--- src/rtl/fft_8p_frame_loader.sv ---
// fft_8p_frame_loader: assembles 8 streamed complex samples into a parallel frame for the FFT core
// and delays the frame strobe to qualify the FFT output bins.
module fft_8p_frame_loader #(
    parameter int DATA_WIDTH  = 16,
    parameter int N           = 8,
    parameter int FFT_LATENCY = 2
) (
    input  logic                                 clk,
    input  logic                                 arst_n,
    input  logic                                 s_valid,
    output logic                                 s_ready,
    input  logic signed [DATA_WIDTH-1:0]         s_real,
    input  logic signed [DATA_WIDTH-1:0]         s_imag,
    input  logic                                 s_last,
    input  logic                                 flush,
    output logic signed [N-1:0][DATA_WIDTH-1:0]  x_real,
    output logic signed [N-1:0][DATA_WIDTH-1:0]  x_imag,
    output logic                                 x_valid,
    output logic                                 fft_valid,
    output logic                                 err_len,
    output logic [15:0]                          frame_cnt
);
    typedef enum logic {ST_RESET, ST_FILL} state_t;
    state_t                        state_q, state_d;
    logic [2:0]                    idx_q, idx_d;
    logic [N-1:0][DATA_WIDTH-1:0]  br_q, br_d, bi_q, bi_d;
    logic [N-1:0][DATA_WIDTH-1:0]  xr_q, xr_d, xi_q, xi_d;
    logic                          xv_q, xv_d, err_q, err_d;
    logic [15:0]                   cnt_q, cnt_d;
    logic [FFT_LATENCY-1:0]        fv_q, fv_d;
    logic                          accept, last_slot;

    assign s_ready   = state_q == ST_FILL;
    assign accept    = s_valid && s_ready;
    assign last_slot = idx_q == 3'(N-1);

    always_comb begin
        state_d = ST_FILL;
        idx_d   = idx_q;
        br_d    = br_q;
        bi_d    = bi_q;
        xr_d    = xr_q;
        xi_d    = xi_q;
        xv_d    = 1'b0;
        err_d   = 1'b0;
        cnt_d   = cnt_q;
        fv_d    = FFT_LATENCY'({fv_q, xv_q});
        if (flush) begin
            idx_d = '0;
        end else if (accept) begin
            br_d[idx_q] = s_real;
            bi_d[idx_q] = s_imag;
            // the frame copy takes the buffer with the incoming 8th sample already merged in
            if (last_slot && s_last) begin
                xr_d  = br_d;
                xi_d  = bi_d;
                xv_d  = 1'b1;
                cnt_d = cnt_q + 16'd1;
                idx_d = '0;
            end else if (last_slot || s_last) begin
                err_d = 1'b1;
                idx_d = '0;
            end else begin
                idx_d = idx_q + 3'd1;
            end
        end
    end

    always_ff @(posedge clk or negedge arst_n) begin
        if (!arst_n) begin
            state_q <= ST_RESET;
            idx_q   <= '0;
            br_q    <= '0;
            bi_q    <= '0;
            xr_q    <= '0;
            xi_q    <= '0;
            xv_q    <= 1'b0;
            err_q   <= 1'b0;
            cnt_q   <= '0;
            fv_q    <= '0;
        end else begin
            state_q <= state_d;
            idx_q   <= idx_d;
            br_q    <= br_d;
            bi_q    <= bi_d;
            xr_q    <= xr_d;
            xi_q    <= xi_d;
            xv_q    <= xv_d;
            err_q   <= err_d;
            cnt_q   <= cnt_d;
            fv_q    <= fv_d;
        end
    end

    assign x_real    = xr_q;
    assign x_imag    = xi_q;
    assign x_valid   = xv_q;
    assign err_len   = err_q;
    assign frame_cnt = cnt_q;
    assign fft_valid = fv_q[FFT_LATENCY-1];
endmodule

--- config.mk ---
export PLATFORM = sky130hd
export DESIGN_NAME = fft_8p_frame_loader
export DESIGN_NICKNAME = d
export VERILOG_FILES = /design/src/rtl/fft_8p_frame_loader.sv
export SDC_FILE = /design/constraint.sdc
export NUM_CORES = 1
export LEC_CHECK = 0
export ABC_AREA = 1
export ABC_CLOCK_PERIOD_IN_PS = 1900
export CAP_MARGIN = 10
export CORE_MARGIN = 2
export CORE_UTILIZATION = 50
export DETAILED_ROUTE_END_ITERATION = 16
export PLACE_DENSITY = 0.88
export SYNTH_ARGS = -nofsm -noshare
export SYNTH_HDL_FRONTEND = slang
export SYNTH_SLANG_ARGS = --single-unit
--- constraint.sdc ---
create_clock -name clk -period 1.9 [get_ports clk]
set_input_delay 0.38 -clock clk [delete_from_list [all_inputs] [get_ports clk]]
set_output_delay 0.38 -clock clk [all_outputs]
set_load 0.005 [all_outputs]
==> After elaboration in Yosys (flattened, before gate mapping) <==
Index checks and enable logic that the tools add are counted.
{ "classes": {"addsub": 2, "n_lt_le_gt_ge": 2, "n_eq_ne": 1, "mux": 15, "bitwise": 1, "n_reduce_logical": 7} }
{ "op_table": {"columns": ["op", "n"], "rows": [
  ["$bwmux 128", 2],
  ["$demux 16 s3", 1],
  ["$add 16x1->16 const B", 1],
  ["$mux 16", 1],
  ["$mux 3", 4],
  ["$mux 1", 7],
  ["$lt 3x4->1 const B", 1],
  ["$add 3x1->3 const B", 1],
  ["$eq 3x3->1 const B", 1],
  ["$ge 3x1->1 const B", 1],
  ["$logic_and 1x1->1", 3],
  ["$reduce_and 3->1", 1],
  ["$reduce_and 2->1", 1],
  ["$reduce_bool 2->1", 1],
  ["$logic_or 1x1->1", 1],
  ["$not 1->1", 1]
]} }
{ "totals": {"register_bits": 536, "input_bits": 37, "out_inout_bits": 276, "word_cells": 66} }

==> Depth between registers and ports, before layout <==
{ "depth": {"ltp_word": 6, "ltp_mapped": 11, "ltp_nobuf": 8} }

==> Worst setup path after synthesis <==
No wires, ideal clock.
{ "synth_timing": {"kind": "register to register", "from": "reg idx_q[1]", "to": "reg xi_q (netlist bit x_imag[0])", "setup_time_ns": 0.132, "arrival_ns": 1.825, "required_time_ns": 1.768, "slack_ns": -0.057, "path_stages_with_launch": 8, "path_buffers": 2, "synth_period_minus_slack_ns": 1.957, "path_cell_list": "dfrtp_1 ha_1 ha_1 ha_1 nand2_4 clkbuf_1 clkbuf_1 o21ai_1"} }
{ "synth_via": {"elab_chain_cells": 5, "elab_cells_between_ends": 9, "classes_between": "order compare (2); eq/ne (1); mux (3); reduce/logical (3)"} }
{ "synth_rtl": {"columns": ["element", "line_no", "source"], "rows": [
  ["from (decl)", "25", "logic [2:0] idx_q, idx_d;"],
  ["from (signal assigned)", "83", "idx_q <= idx_d;"],
  ["$lt 3x4->1 (implied by the code) or $ge 3x1->1 (tied branches)", "52", "bi_d[idx_q] = s_imag;"],
  ["$logic_and 1x1->1 (implied by the code)", "52", null],
  ["$mux 16 (implied by the code)", "52", null],
  ["$demux 16 s3", "52", null],
  ["$bwmux 128", "52", null],
  ["to (signal assigned)", "87", "xi_q <= xi_d;"],
  ["to (decl)", "27", "logic [N-1:0][DATA_WIDTH-1:0] xr_q, xr_d, xi_q, xi_d;"]
]} }
Parallel ways exist; a longest one is shown, timed or not.
A chain may end at the register's enable or synchronous reset.

==> Final worst setup path <==
{ "layout_timing": {"from": "reg xi_q (netlist bit x_imag[23])", "to": "out x_imag[23] (netlist bit)"} }
{ "layout_lines": {"columns": ["element", "line_no", "source"], "rows": [
  ["to (decl)", "17", "output logic signed [N-1:0][DATA_WIDTH-1:0] x_imag,"]
]} }
No word-level cell between the ends.

==> metrics.md <==
| Metric | Value |
|---|---|
| Synth warn | 0 |
| Initial antenna violation count | 0 |
| Clk_skew | 0.0141 ns |
| Cell with the most instances after synthesis | nand2_1 |
| ANT cells | 0 |
| Vias post-DR | 19652 |
| Flops & latches, synth | 536 |
| Sequential fraction of the synthesis area | 58.8% |
| Largest net degree at the start of global routing | 69 |
| Max stage delay on crit path | approximately 0.56 ns |
| Primary FF master, synth | dfrtp_1 |
| Synth Cell Area | 22800 um2 |
| Total CTS buffers | 54 |
| # rows | 78 |
| Die Y | between 200 and 250 um |
| RePlAce Congestion | 0.852 |
| Status | complete, but fails checks |
| Worst setup EP type | output port |
| Buf+Inv Stages, Crit Path | 1 |
| Final HPWL DP | 42.3 mm |
| CTS tree | built |
| Max_slew headroom | between 60% and 70% |
| WL per Instance | 18.3 um |
| Clk_lat worst skew | 0.60 ns |
| Post-synth net total | 2666 |
| Largest delay contributor family on the critical path | buffers and inverters |
| Synth top cells by count | 809 x nand2_1, 536 x dfrtp_1, 410 x o21ai_1 |
| Flop2flop setup slack | 0 ns |
| Pwr/cell area | 890 nW/um2 |
| Drt drc | 0 |
| Global route overflow | 0 |
| Req. time, crit path | 1.52 ns |
| Total Routing Usage GR | approximately 28% |
| Post-route cell area | 29400 um2 |
| Max Fclk | slightly above 500 MHz |
| P_leak | 14.7 nW |
| Synth unique cells | 27 |
| Top cell type's share of synthesized area | 58.8% |
| Clock Path Buffers | 3 |
| Die X | 218 um |
| Max-Cap Viols | 0 |
| Syn avg cell area | 8.69 um2 |
| Dpl cells | 3497 |
| Fin crit period | 1.93 ns |
| Routed Antenna Nets | 0 |
| Initial DRT Pass Iterations | 8 |
| I/O pin count | 313 |
| Crit share post-route | 101% |
| Worst-margin pin slew | between 0.5 and 0.6 ns |
| Post-Layout Cell Count | about 3600 |
| Final hold violations | 0 |
| Max FO, Critical Path | 2 |
| CP max-delay cell | clkdlybuf4s50_1 |
| Setup CP Type | reg -> out |
| H-tree Lvls | 2 |
| EDFF count, synth | 0 |
| Final Max Slew Viols | 0 |
| Synth area leaders | dfrtp_1 59%, nand2_1 13%, o21ai_1 9.0% |
| Final setup violation count | 2 |
| RSZ-0062 raised after global routing | yes |
| First-pass GRT wire length | 104 mm |
| Clk slew on worst S/H paths | roughly 0.06 ns |
| CTS root buf | clkbuf_16 |
| Final setup TNS | -0.0362 ns |
| Startpoint Class | register |
| Dpl ws | -0.103 ns |
| Vias per inst | approximately 5.4 |
| Asr flop ratio synth | between 90% and 100% |
| Share of cells above drive strength 1 | under 10% |
| Iteration-0 DRC Markers | 2021 |
| Core ar. | 45200 um2 |
| Num Clock Sinks | roughly 540 |
| Vias in the first global route | roughly 19000 |
| DP Area | 27000 um2 |
| Worst min-delay path class | in -> async |
| Final nets | slightly above 3000 |
| Worst VDD drop | 0.000781 V |
| Slack of the critical path | -0.0272 ns |
| Crit-path cells | clkdlybuf4s50_1 |
| Top cell type by total area after synthesis | dfrtp_1 |
| Failing checks | setup timing |
| Mapped Cells | 2623 |
| P&R area growth vs syn | 28.9% |
| IO Port Bufs | 312 |
| Initial Util | 50.5% |
| Arrival time at the worst endpoint | 1.55 ns |
| DIE AREA | between 40000 and 50000 um2 |
| Routed wire length | 66.5 mm |
-- what timing repair did --
item                                    in CTS  in global routing
endpoints found under the setup margin     100                200
hold buffers                                 1                  0
buffers inserted                            20                 12
gates resized for setup                     56                 46
hold endpoints to repair                    23                  0
cloned                                       3                  2
-- routing by layer --
metal | vias up | global-route usage, % | wire length, um | share of wire [%]
li1 | 9104 | - | - | -
met1 | 9413 | 37.0 | 26000 | 39
met2 | 909 | 44.4 | 31600 | 48
met3 | 226 | 5.20 | 5820 | 8.7
met4 | 0 | 14.0 | 3130 | 4.7
met5 | - | 0 | 0 | 0
-- kinds of logic after synthesis --
family	Yosys count	share of synthesized area [%]
AO/OA/AOI/OAI	773	17.0
XOR/XNOR	6	0.231
adder cells (fa/ha/maj)	6	0.329
buffers and inverters	440	8.82
flip-flops	536	58.8
other	1	0.0164
AND/OR/NAND/NOR	861	14.8
-- sequential cells by signal (all words and copies together), names as in the netlist --
register and flops:
x_imag 128, bi_q 128, idx_q 3, x_valid 1
br_q 128, err_len 1, fv_q 2, s_ready 1
x_real 128, frame_cnt 16
-- report_power, final --
group	internal [mW]	total, mW	switching [mW]
combinational	0.854	2.55	1.69
sequential	12.1	12.5	0.382
clock	6.56	11.1	4.55
-- through the flow --
stage / utilization, % / hold slack [ns] / power, mW
final: 65.1 / 0.293 / 26.1
after global routing: 65.1 / 0.308 / 27.2
after CTS: 64.5 / 0.284 / 26.2
after detailed placement: 59.8 / 0.311 / 15.1
after global placement: 59.8 / 0.312 / 15.0
after floorplan: - / 0.0844 / 14.0
-- placed cells by master, fill, tap and decap left out, drive strengths merged, types with 2 or more instances in the layout --
| cell type | n |
|---|---|
| nand4 | 6 |
| buf | 158 |
| clkbuf | 86 |
| nor3 | 2 |
| inv | 279 |
| nand3 | 9 |
| o22ai | 2 |
| bufbuf | 2 |
| xnor2 | 2 |
| nor2 | 23 |
| o21ai | 771 |
| clkdlybuf4s50 | 231 |
| dfrtp | 536 |
| xor2 | 4 |
| dlymetal6s2s | 33 |
| nand2 | 817 |
| ha | 6 |
| dlygate4sd2 | 47 |
| bufinv | 3 |
| clkinv | 9 |
| nand3b | 4 |
-- area by class of cell --
| cell class | instances | area (um2) |
|---|---|---|
| inverter | 278 | 1050 |
| clock inverter | 14 | 158 |
| fill | 3248 | 15800 |
| sequential | 536 | 13400 |
| timing repair buffer | 474 | 4900 |
| clock buffer | 84 | 1710 |
| tap | 600 | 751 |
| multi-input combinational | 1647 | 7400 |
-- worst paths after layout --
kind                            startpoint          end  depth (start not counted)
worst max register to register    idx_q[0]   x_real[78]                          8
worst min-delay path                arst_n   x_real[27]                          2
min in group clk                   fv_q[0]      fv_q[1]                          0
worst min register to register     fv_q[0]      fv_q[1]                          0
max in group asynchronous           arst_n  x_imag[106]                          3
worst max-delay path            x_imag[23]   x_imag[23]                          1
Note: power is estimated with default switching activity, not from simulation.
